### src/rtl/us_arp_tx.sv
// us_arp_tx: ARP frame transmitter.
// Serves an ARP reply client and an ARP request client (reply wins ties),
// latches the addresses at acceptance and streams a complete Ethernet+ARP
// frame as 64-bit AXI-Stream, byte n of each beat on tdata[8n+7:8n].
// Optional feature macro: ARP_TX_PAD_EN pads the frame to 60 bytes
// (8 beats, last tkeep 0x0F). Undefined: 42 bytes (6 beats, last tkeep 0x03).
module us_arp_tx #(
    parameter int GAP_CYCLES = 0
) (
    input  logic        tx_axis_aclk,
    input  logic        tx_axis_aresetn,
    input  logic [47:0] local_mac_addr,
    input  logic [31:0] local_ip_addr,
    input  logic [31:0] dst_ip_addr,
    input  logic [47:0] recv_src_mac_addr,
    input  logic [31:0] recv_src_ip_addr,
    input  logic        arp_reply_req,
    output logic        arp_reply_ack,
    input  logic        arp_request_req,
    output logic        arp_request_ack,
    output logic [63:0] arp_tx_axis_tdata,
    output logic [7:0]  arp_tx_axis_tkeep,
    output logic        arp_tx_axis_tvalid,
    output logic        arp_tx_axis_tlast,
    output logic        arp_tx_axis_tuser,
    input  logic        arp_tx_axis_tready
);

`ifdef ARP_TX_PAD_EN
    localparam logic [2:0] LAST_BEAT = 3'd7;
    localparam logic [7:0] LAST_KEEP = 8'h0F;
`else
    localparam logic [2:0] LAST_BEAT = 3'd5;
    localparam logic [7:0] LAST_KEEP = 8'h03;
`endif
    localparam logic [7:0] GAP_LAST = 8'(GAP_CYCLES - 1);

    typedef enum logic [1:0] {S_IDLE, S_SEND, S_GAP} state_t;

    state_t      state, next_state;
    logic [2:0]  beat;
    logic [7:0]  gap_cnt;
    logic        load_reply, load_request;
    logic        last_beat;
    logic        is_request_q;
    logic [47:0] dst_mac_q, src_mac_q, tha_q;
    logic [31:0] src_ip_q, tpa_q;
    logic [511:0] frame;

    assign last_beat = (beat == LAST_BEAT);

    // Next-state and client-acceptance decode.
    always_comb begin
        // NOTE: every comb output gets a default first so no path can infer a latch.
        next_state   = state;
        load_reply   = 1'b0;
        load_request = 1'b0;
        case (state)
            S_IDLE: begin
                if (arp_reply_req) begin
                    load_reply = 1'b1;
                    next_state = S_SEND;
                end else if (arp_request_req) begin
                    load_request = 1'b1;
                    next_state   = S_SEND;
                end
            end
            S_SEND: begin
                if (arp_tx_axis_tready && last_beat)
                    next_state = (GAP_CYCLES == 0) ? S_IDLE : S_GAP;
            end
            S_GAP: begin
                if (gap_cnt == GAP_LAST)
                    next_state = S_IDLE;
            end
            default: next_state = S_IDLE;
        endcase
    end

    // State register.
    always_ff @(posedge tx_axis_aclk or negedge tx_axis_aresetn) begin
        if (!tx_axis_aresetn)
            state <= S_IDLE;
        else
            // NOTE: sequential state uses non-blocking assignments so every flop samples pre-edge values.
            state <= next_state;
    end

    // Beat/gap counters, ack pulses and the latched frame fields.
    always_ff @(posedge tx_axis_aclk or negedge tx_axis_aresetn) begin
        if (!tx_axis_aresetn) begin
            // NOTE: the frame field registers are reset too; they are few and it keeps reset outputs deterministic.
            beat            <= '0;
            gap_cnt         <= '0;
            arp_reply_ack   <= 1'b0;
            arp_request_ack <= 1'b0;
            is_request_q    <= 1'b0;
            dst_mac_q       <= '0;
            src_mac_q       <= '0;
            tha_q           <= '0;
            src_ip_q        <= '0;
            tpa_q           <= '0;
        end else begin
            arp_reply_ack   <= load_reply;
            arp_request_ack <= load_request;

            if (load_reply || load_request)
                beat <= '0;
            else if (state == S_SEND && arp_tx_axis_tready)
                beat <= last_beat ? 3'd0 : beat + 3'd1;

            if (state == S_SEND)
                gap_cnt <= '0;
            else if (state == S_GAP)
                gap_cnt <= gap_cnt + 8'd1;

            if (load_reply || load_request) begin
                src_mac_q    <= local_mac_addr;
                src_ip_q     <= local_ip_addr;
                is_request_q <= load_request;
            end
            if (load_reply) begin
                dst_mac_q <= recv_src_mac_addr;
                tha_q     <= recv_src_mac_addr;
                tpa_q     <= recv_src_ip_addr;
            end else if (load_request) begin
                dst_mac_q <= 48'hFFFF_FFFF_FFFF;
                tha_q     <= '0;
                tpa_q     <= dst_ip_addr;
            end
        end
    end

    // Whole frame image in wire order, byte i at frame[8i+7:8i]; network-order fields.
    always_comb begin
        frame = '0;
        for (int i = 0; i < 6; i++) begin
            frame[8*i      +: 8] = dst_mac_q[8*(5-i) +: 8];
            frame[8*(6+i)  +: 8] = src_mac_q[8*(5-i) +: 8];
            frame[8*(22+i) +: 8] = src_mac_q[8*(5-i) +: 8];
            frame[8*(32+i) +: 8] = tha_q[8*(5-i) +: 8];
        end
        for (int i = 0; i < 4; i++) begin
            frame[8*(28+i) +: 8] = src_ip_q[8*(3-i) +: 8];
            frame[8*(38+i) +: 8] = tpa_q[8*(3-i) +: 8];
        end
        frame[8*12 +: 8] = 8'h08;
        frame[8*13 +: 8] = 8'h06;
        frame[8*14 +: 8] = 8'h00;
        frame[8*15 +: 8] = 8'h01;
        frame[8*16 +: 8] = 8'h08;
        frame[8*17 +: 8] = 8'h00;
        frame[8*18 +: 8] = 8'h06;
        frame[8*19 +: 8] = 8'h04;
        frame[8*20 +: 8] = 8'h00;
        frame[8*21 +: 8] = is_request_q ? 8'h01 : 8'h02;
    end

    // Stream outputs are purely a function of state, so they hold while stalled.
    assign arp_tx_axis_tvalid = (state == S_SEND);
    assign arp_tx_axis_tdata  = arp_tx_axis_tvalid ? frame[{beat, 6'b0} +: 64] : 64'd0;
    assign arp_tx_axis_tkeep  = !arp_tx_axis_tvalid ? 8'h00 : (last_beat ? LAST_KEEP : 8'hFF);
    assign arp_tx_axis_tlast  = arp_tx_axis_tvalid && last_beat;
    assign arp_tx_axis_tuser  = 1'b0;

endmodule
### config.mk
export PLATFORM = sky130hd
export DESIGN_NAME = us_arp_tx
export DESIGN_NICKNAME = d
export VERILOG_FILES = /design/src/rtl/us_arp_tx.sv
export SDC_FILE = /design/constraint.sdc
export NUM_CORES = 1
export LEC_CHECK = 0
export ABC_AREA = 0
export BUFFER_PORTS_ARGS = -buffer_cell sky130_fd_sc_hd__buf_4
export CAP_MARGIN = 0
export CORE_ASPECT_RATIO = 0.5
export CORE_MARGIN = 5
export CORE_UTILIZATION = 50
export CTS_CLUSTER_DIAMETER = 150
export DETAILED_ROUTE_END_ITERATION = 7
export PLACE_DENSITY = 0.76
export SYNTH_ARGS = -nofsm -noshare
export SYNTH_HDL_FRONTEND = slang
export SYNTH_SLANG_ARGS = --single-unit
### constraint.sdc
create_clock -name tx_axis_aclk -period 3.95 [get_ports tx_axis_aclk]
set_input_delay 0.79 -clock tx_axis_aclk [delete_from_list [all_inputs] [get_ports tx_axis_aclk]]
set_output_delay 0.79 -clock tx_axis_aclk [all_outputs]
set_load 0.005 [all_outputs]
==> results.md, run 1 <==
- Share of layout cells above drive strength 1: 29.8%
- Commonest cells in the netlist: 300 x nand2_1, 215 x dfrtp_1, 81 x nor2_1
- RSZ-0062 raised after global routing: false
- CP Buf/Inv Count: 1
- Core Rows: 36
- Final Hold Vio Count: 0
- Synth area leader: dfrtp_1
- Setup TNS: 0 ns
- R2r worst-path depth: 4
- Global routing usage on met1: 33.5%
- Finished Cell Area: 12600 sq um
- CP max stage delay: 1.06 ns
- Fin crit share: 89.5%
- Routed Antenna Nets: 0
- Seq/Total Area, Yosys: 53.8%
- Post-CTS Resized: 0
- Syn_nets: 1206
- Buffer count from post-CTS setup fixing: 0
- Fmax: 283 MHz
- CP startpoint: beat[1]$_DFFE_PN0P_
- Placed insts: 1468
- Number of synthesized flops with an enable pin: 0
- Hold WC Path Type: input port to async pin
- Flop2flop setup slack: 1.45 ns
- CTS Buf Count: 20
- Crit. End Element: output port
- Worst-path fanout max: 17
- WL final: 29100 um
- Core Area: 19500 sq um
- Drt drc: 0
- Critical path startpoint category: flip-flop
- Post-DR vias/cell: 5.70
- H-tree depth: 1
- Power Dens Cells: 833 nW/um^2
- Starting Density: 51.2%
- Crit path cell chain: nor3_2 -> a222oi_1 -> nor2_1 -> buf_4
- DR WL/cell: 19.4 um
- GPL Wtd Cong: 0.815
- Largest net degree at the start of global routing: 83
- Ant diodes: 0
- Minimum clock period after layout: 3.53 ns
- M3 GR Usage: 4.33%
- Clock slew at reported path FFs: 0.07 ns
- Fraction of registers with async set or reset after synthesis: 100%
- IO Count: 274
- Post-place setup slack: 1.01 ns
- DR iter-0 viols: 647
- First-pass GRT wire length: 45800 um
- Synth cell types: 47
- Post-Syn Area per Cell: 9.92 sq um
- Clk_lat worst skew: 0.49 ns
- Seq cells post-synth: 215
- Post-DP Area: 12000 sq um
- Warnings, synthesis: 0
- CP required: 3.16 ns
- Initial antenna violation count: 0
- Buffer levels on the longest clock path: 3
- Mapped Area: 10000 sq um
- Pins Over Slew Limit: 0
- Vias in the first global route: 8760
- Run status: completed
- Top Usage Layer GRT: met2
- Crit path max-delay cell type: nor3_2
- CTS Hold Buffers Added: 0
- Filler cells: 1641
- Leakage: 6.13 nW
- Final setup viols: 0
- GR Overflow Total: 0
- Layout Cells excl Fill: 1502
- Synth Instances: 1009
- Die ar.: 23100 sq um
- Total global-route track usage: 24.5%
- Synth Flop Type: dfrtp_1
- Max-cap viol count: 0
- GR Layer Usage met2: 41.0%
- Most common cell in the synthesized netlist: nand2_1
- HPWL Detailed: 19700 um
- Slew headroom: 19.3%
- IO buf count: 272
- Die Wd: 210 um
- R2r startpoint: state[0]$_DFFE_PN0P_
- Synth top area share: 53.8%
- Data arrival, critical path: 2.74 ns
- Die Y: 110 um
- CTS tree: built
- Nets: 1421
- Clock net sink count: 215
- Routed vias: 8563
- Worst-Margin Slew: 1.20 ns
- Synth area leaders: dfrtp_1 54%, nand2_1 11%, a22o_1 4.2%, o22a_1 4.2%, mux2_2 4.2%
- Setup ws final: 0.416 ns
- Max IR drop VDD: 0.345 mV
- Top cell family by delay on the critical path: simple AND/OR/NAND/NOR gates
- Layout Skew: 0.0121 ns
- Reg-to-reg endpoint: tpa_q[11]$_DFFE_PN0N_
- CTS Root Cell: clkbuf_16
- Area growth, synth to finish: 26.3%
- Final core utilization: 64.7%
- Worst Setup Path Type: flip-flop to output port
- DR pass1 iterations: 8
==> kinds of logic (layout without fill, tap and decap cells) <==
kind of cell	count (synthesis)	after routing	synth area share [%]
muxes	44	44	4.92
DFF	215	215	53.8
AOI/OAI and AO/OA	230	230	18.2
other	1	1	0.0375
buffers and inverters	100	327	6.24
and+or+nand+nor	419	419	16.9
==> how the worst max path moves through the flow <==
stage / to / slack [ns] / depth (start not counted)
2_1_floorplan: arp_tx_axis_tkeep[3] / 1.71 / 6
3_3_place_gp: arp_tx_axis_tdata[49] / 1.04 / 5
3_5_place_dp: arp_tx_axis_tdata[49] / 1.01 / 5
4_1_cts: arp_tx_axis_tdata[3] / 0.47 / 4
5_1_grt: arp_tx_axis_tdata[1] / 0.24 / 4
6_report: arp_tx_axis_tdata[10] / 0.42 / 4
==> stage by stage <==
stage / power, mW / hold slack [ns]
5_1_grt: 11.3 / 0.249
3_3_place_gp: 8.43 / 0.451
2_1_floorplan: 6.74 / 0.437
4_1_cts: 10.6 / 0.229
3_5_place_dp: 8.56 / 0.455
6_report: 10.5 / 0.219
==> power breakdown <==
group	internal, mW	switching (mW)
Clock	1.16	0.813
Combinational	2.31	2.41
Sequential	3.19	0.645
Total	6.66	3.87
==> state kept, by name (all words and copies together), names as in the netlist <==
name / count
arp_reply_ack: 1
is_request_q: 1
beat: 3
arp_request_ack: 1
tpa_q: 32
dst_mac_q: 48
tha_q: 48
src_ip_q: 32
src_mac_q: 48
state: 1
==> cell usage in the layout, fill, tap and decap left out, types with 2 or more instances in the layout <==
master     synthesis  layout
a211oi_1           2       2
a21oi_1           20      20
a222oi_1          15      15
a22o_1            48      48
a22oi_1           26      26
a2bb2oi_1          2       2
a31oi_1           32      32
and2b_1            5       5
and3_1             2       2
buf_12             0       3
buf_4             23     284
bufinv_16          0       2
clkbuf_1           9       4
clkbuf_16          0      21
clkbuf_8           0       3
clkinv_2           0       3
dfrtp_1          215     213
dfrtp_2            0       2
inv_1              3       3
mux2_1             5       5
mux2_2            37      37
mux2i_1            2       2
nand2_1          300     300
nand2b_1           4       3
nand2b_4           1       2
nand3_1            3       3
nand4_1            3       3
nor2_1            81      80
nor2b_1           14      13
nor2b_4            1       2
o211a_1            3       3
o21ai_0            6       6
o21ai_1            3       3
o22a_1            48      48
o2bb2ai_1         18      18
==> area by class of cell <==
type,count,area (sq um),area share [%]
well taps,266,333,2.63
multi-input cells,694,4030,31.9
inverters,5,21.3,0.168
clock inverters,6,82.6,0.653
flip-flops and latches,215,5380,42.6
clock buffers,28,582,4.60
repair buffers,288,2210,17.5
==> routing by layer <==
metal / part of all wire, % / up-vias / wire length (um)
met2: 48 / 327 / 14000
met5: 0 / - / 0
met4: 2.7 / 0 / 780
li1: - / 3922 / -
met3: 6.7 / 57 / 1940
met1: 43 / 4257 / 12400
No activity file was read; power rests on OpenSTA's default activity.
==> run 2, diff against run 1 <==
==> constraint.sdc (replaced) <==
create_clock -name tx_axis_aclk -period 3.95 [get_ports tx_axis_aclk]
set_input_delay 0.1975 -clock tx_axis_aclk [delete_from_list [all_inputs] [get_ports tx_axis_aclk]]
set_output_delay 0.1975 -clock tx_axis_aclk [all_outputs]
set_load 0.005 [all_outputs]
==> results.md, run 2 (synthesized netlist as in run 1, its figures left out) <==
- Run status: finished, violations left
- Failing checks: design-rule violations
- Clock slew at reported path FFs: 0.06 ns
- IO Count: 274
- Post-DP Area: 11900 sq um
- Finished Cell Area: 14500 sq um
- First-pass GRT wire length: 53400 um
- Routed Antenna Nets: 0
- Critical path startpoint category: flip-flop
- Power Dens Cells: 757 nW/um^2
- Post-CTS Resized: 0
- Buffer levels on the longest clock path: 3
- Pins Over Slew Limit: 0
- Hold path depth: 3
- Setup ws final: 0.843 ns
- Data arrival, critical path: 2.91 ns
- Max-cap viol count: 0
- Hold WC Path Type: input port to flip-flop
- Placed insts: 1463
- GPL Wtd Cong: 0.845
- Final core utilization: 74.0%
- Routed vias: 9654
- RSZ-0062 raised after global routing: false
- Crit. End Element: output port
- Most frequent cells in the layout: 300 x nand2_1, 280 x buf_4, 213 x dfrtp_1
- CTS tree: built
- Total global-route track usage: 28.5%
- Layout Cells excl Fill: 1691
- Starting Density: 51.2%
- Final setup viols: 0
- Core Area: 19500 sq um
- Largest regs: dst_mac_q: 48 flops, src_mac_q: 48 flops, tha_q: 48 flops
- Fmax: 322 MHz
- Final Hold Vio Count: 0
- GR Overflow Total: 0
- Setup TNS: 0 ns
- IO buf count: 272
- Nets: 1610
- R2r worst-path depth: 5
- Post-place setup slack: 1.44 ns
- Fin crit share: 78.7%
- CTS Buf Count: 20
- Worst Setup Path Type: flip-flop to output port
- Leakage: 6.86 nW
- Initial antenna violation count: 0
- Area growth, synth to finish: 44.6%
- Worst-path fanout max: 44
- HPWL Detailed: 19200 um
- DR WL/cell: 19.8 um
- CP required: 3.75 ns
- Post-DR vias/cell: 5.71
- Max IR drop VDD: 0.514 mV
- Clock net sink count: 215
- WL final: 33500 um
- Layout Skew: 0.00454 ns
- Drt drc: 11
- Core Rows: 36
- Worst-Margin Slew: 1.17 ns
- Die Wd: 210 um
- Largest net degree at the start of global routing: 96
- Slew headroom: 21.8%
- DR iter-0 viols: 949
- Share of layout cells above drive strength 1: 25.1%
- Vias in the first global route: 10300
- Die Y: 110 um
- DR pass1 iterations: 8
- Clk_lat worst skew: 0.49 ns
- H-tree depth: 1
- Commonest non-fill, non-tap cell in the layout: nand2_1
- Die ar.: 23100 sq um
- Minimum clock period after layout: 3.11 ns
- CTS Root Cell: clkbuf_16
run 2: path summary, 6_finish.rpt:
path | slack (ns) | to | startpoint
setup / recovery | 0.84 | arp_tx_axis_tdata[13] | beat[0]$_DFFE_PN0P_
hold / removal | 0.007 | tpa_q[10]$_DFFE_PN0N_ | dst_ip_addr[10]
setup reg to reg | 0.88 | tpa_q[1]$_DFFE_PN0N_ | state[0]$_DFFE_PN0P_
hold reg to reg | 0.47 | src_mac_q[45]$_DFFE_PN0N_ | src_mac_q[45]$_DFFE_PN0N_
max in group asynchronous | 2.58 | src_ip_q[12]$_DFFE_PN0N_ | tx_axis_aresetn
min in group asynchronous | 0.31 | dst_mac_q[14]$_DFFE_PN0N_ | tx_axis_aresetn
run 2: what timing repair did:
item,in CTS,in global routing
endpoints found under the hold margin,303,0
setup endpoints to repair,0,0
hold buffers,194,0
setup buffers,0,0
run 2: critical path, stage by stage (launching register included):
cell,delay [ns]
dfrtp_2,0.73
nor3_2,1.05
a222oi_1,0.27
nor2_1,0.20
buf_4,0.15
run 2: area by class of cell:
class | instances | area (sq um)
Tap cell | 266 | 333
Timing Repair Buffer | 477 | 4100
Inverter | 5 | 21.3
Clock buffer | 32 | 597
Sequential cell | 215 | 5380
Fill cell | 1296 | 5080
Antenna cell | 2 | 5.00
Multi-Input combinational cell | 694 | 4030
run 2: report_power, final:
group          total, mW  switching, mW  internal, mW
clock               1.85          0.818          1.03
sequential          3.89          0.703          3.19
combinational       5.22           2.58          2.64
run 2: layer usage:
| layer | GRT usage, % | up-vias | share of wire, % |
|---|---|---|---|
| met3 | 4.95 | 110 | 6.3 |
| met4 | 10.6 | 0 | 3.5 |
| met5 | 0 | - | 0 |
| met1 | 37.0 | 4784 | 41 |
| li1 | - | 4295 | - |
| met2 | 49.1 | 465 | 49 |
run 2: per-stage QoR:
step	power, mW	hold slack (ns)
5_1_grt	11.6	0.0156
4_1_cts	10.9	0.00435
3_5_place_dp	8.54	0.263
2_1_floorplan	6.74	-0.0981
3_3_place_gp	8.37	0.263
6_report	11.0	0.00684
==> run 3, diff against run 2 <==
Clock period 3.95 ns to 3.1 ns, I/O delays scaled along.
==> results.md, run 3 (synthesized netlist as in run 1, its figures left out) <==
- Run status: completed
- IO buf count: 272
- DR pass1 iterations: 6
- RSZ-0062 raised after global routing: false
- Crit. End Element: output port
- Power Dens Cells: 974 nW/um^2
- Routed Antenna Nets: 0
- Die ar.: 23100 sq um
- Logic pwr share: 48.2%
- Initial antenna violation count: 0
- CTS Hold Buffers Added: 197
- Post-DP Area: 12000 sq um
- Setup TNS: 0 ns
- Most frequent cells in the layout: 300 x nand2_1, 282 x buf_4, 213 x dfrtp_1
- Data arrival, critical path: 2.81 ns
- Share of layout cells above drive strength 1: 25.8%
- Post-place setup slack: 0.758 ns
- Post-CTS Resized: 0
- Minimum clock period after layout: 2.96 ns
- GPL Wtd Cong: 0.877
- Final core utilization: 74.9%
- Core Rows: 36
- Crit path to: arp_tx_axis_tdata[49]
- Clk_lat worst skew: 0.49 ns
- Final setup viols: 0
- Filler cells: 1288
- Leakage: 6.95 nW
- Switching share of power: 37.2%
- Drt drc: 0
- Max-cap viol count: 0
- Buffer count from post-CTS setup fixing: 0
- Core Area: 19500 sq um
- Worst-path fanout max: 24
- Top Usage Layer GRT: met2
- Layout Skew: 0.00957 ns
- Routed vias: 9748
- DR WL/cell: 20.0 um
- GR Layer Usage met2: 49.6%
- Clock Power Share: 17.6%
- Finished Cell Area: 14600 sq um
- H-tree depth: 1
- CTS Buf Count: 20
- Worst Setup Path Type: flip-flop to output port
- Reg-to-reg endpoint: tpa_q[8]$_DFFE_PN0N_
- First-pass GRT wire length: 53800 um
- Final Hold Vio Count: 0
- Largest regs: dst_mac_q: 48 flops, src_mac_q: 48 flops, tha_q: 48 flops
- Max IR drop VDD: 0.530 mV
- Pins Over Slew Limit: 0
- Vias in the first global route: 10200
- Die Y: 110 um
- R2r worst-path depth: 5
- Total power: 14.3 mW
- Buffer levels on the longest clock path: 3
- CP required: 2.94 ns
- R2r startpoint: state[0]$_DFFE_PN0P_
- Fin crit share: 95.6%
- Commonest non-fill, non-tap cell in the layout: nand2_1
- Total global-route track usage: 28.8%
- CTS tree: built
- Setup ws final: 0.137 ns
- Slew headroom: 21.6%
- Area growth, synth to finish: 46.3%
- Worst-Margin Slew: 1.17 ns
- CTS Root Cell: clkbuf_16
- Flop2flop setup slack: 0.37 ns
- Hold WC Path Type: input port to async pin
- Nets: 1618
- M3 GR Usage: 4.69%
- Largest net degree at the start of global routing: 107
- Sequential share of power: 34.2%
- P_int: 8.95 mW
- IO Count: 274
- Clock slew at reported path FFs: 0.07 ns
- GR Overflow Total: 0
- HPWL Detailed: 20000 um
- DR iter-0 viols: 1003
- Starting Density: 51.2%
- Die Wd: 210 um
- Global routing usage on met1: 37.1%
- CP startpoint: beat[0]$_DFFE_PN0P_
- Fmax: 337 MHz
- Post-DR vias/cell: 5.73
- Psw: 5.30 mW
- WL final: 34100 um
- Critical path startpoint category: flip-flop
- Clock net sink count: 215
==> run 3: stage by stage <==
step	std cells	hold WS (ns)
5_1_grt	1700	0.359
6_report	1702	0.270
2_1_floorplan	1009	-0.141
4_1_cts	1700	0.309
3_5_place_dp	1468	0.242
3_3_place_gp	1468	0.231
==> run 3: area by class of cell <==
type / count / area (sq um) / area share, %
Inverter: 5 / 21.3 / 0.145
Clock buffer: 29 / 606 / 4.14
Multi-Input combinational cell: 694 / 4030 / 27.6
Sequential cell: 215 / 5380 / 36.8
Clock inverter: 6 / 55.1 / 0.376
Tap cell: 266 / 333 / 2.27
Antenna cell: 2 / 5.00 / 0.0342
Timing Repair Buffer: 485 / 4200 / 28.7
==> run 3: per-layer routing <==
metal | up-vias | wire (um)
li1 | 4314 | -
met1 | 4832 | 13800
met2 | 489 | 16800
met3 | 113 | 2120
met4 | 0 | 1310
met5 | - | 0
==> run 3: worst min-delay path by stage <==
stage               slack, ns                        end  cells past startpoint             from
finish                   0.27      tha_q[13]$_DFFE_PN0N_                      2  tx_axis_aresetn
floorplan               -0.14    arp_reply_ack$_DFF_PN0_                      0  tx_axis_aresetn
global placement         0.23  dst_mac_q[13]$_DFFE_PN0N_                      1  tx_axis_aresetn
detailed placement       0.24      tha_q[13]$_DFFE_PN0N_                      1  tx_axis_aresetn
CTS                      0.31      tha_q[13]$_DFFE_PN0N_                      2  tx_axis_aresetn
global route             0.36      tha_q[13]$_DFFE_PN0N_                      2  tx_axis_aresetn
==> run 3: power groups by stage <==
stage	clock network, mW	logic [mW]	registers, mW
final	2.50	6.88	4.87
after global placement	0	5.94	4.83
after detailed placement	0	6.11	4.87
after CTS	2.54	6.72	4.84
after floorplan	0	4.04	4.55
after global routing	2.66	7.45	5.01
==> run 3: critical path: stages, from the launching register on <==
cell,delay [ns]
dfrtp_2,0.63
nor2b_4,0.50
and3_1,0.77
o2bb2ai_1,0.22
buf_4,0.16
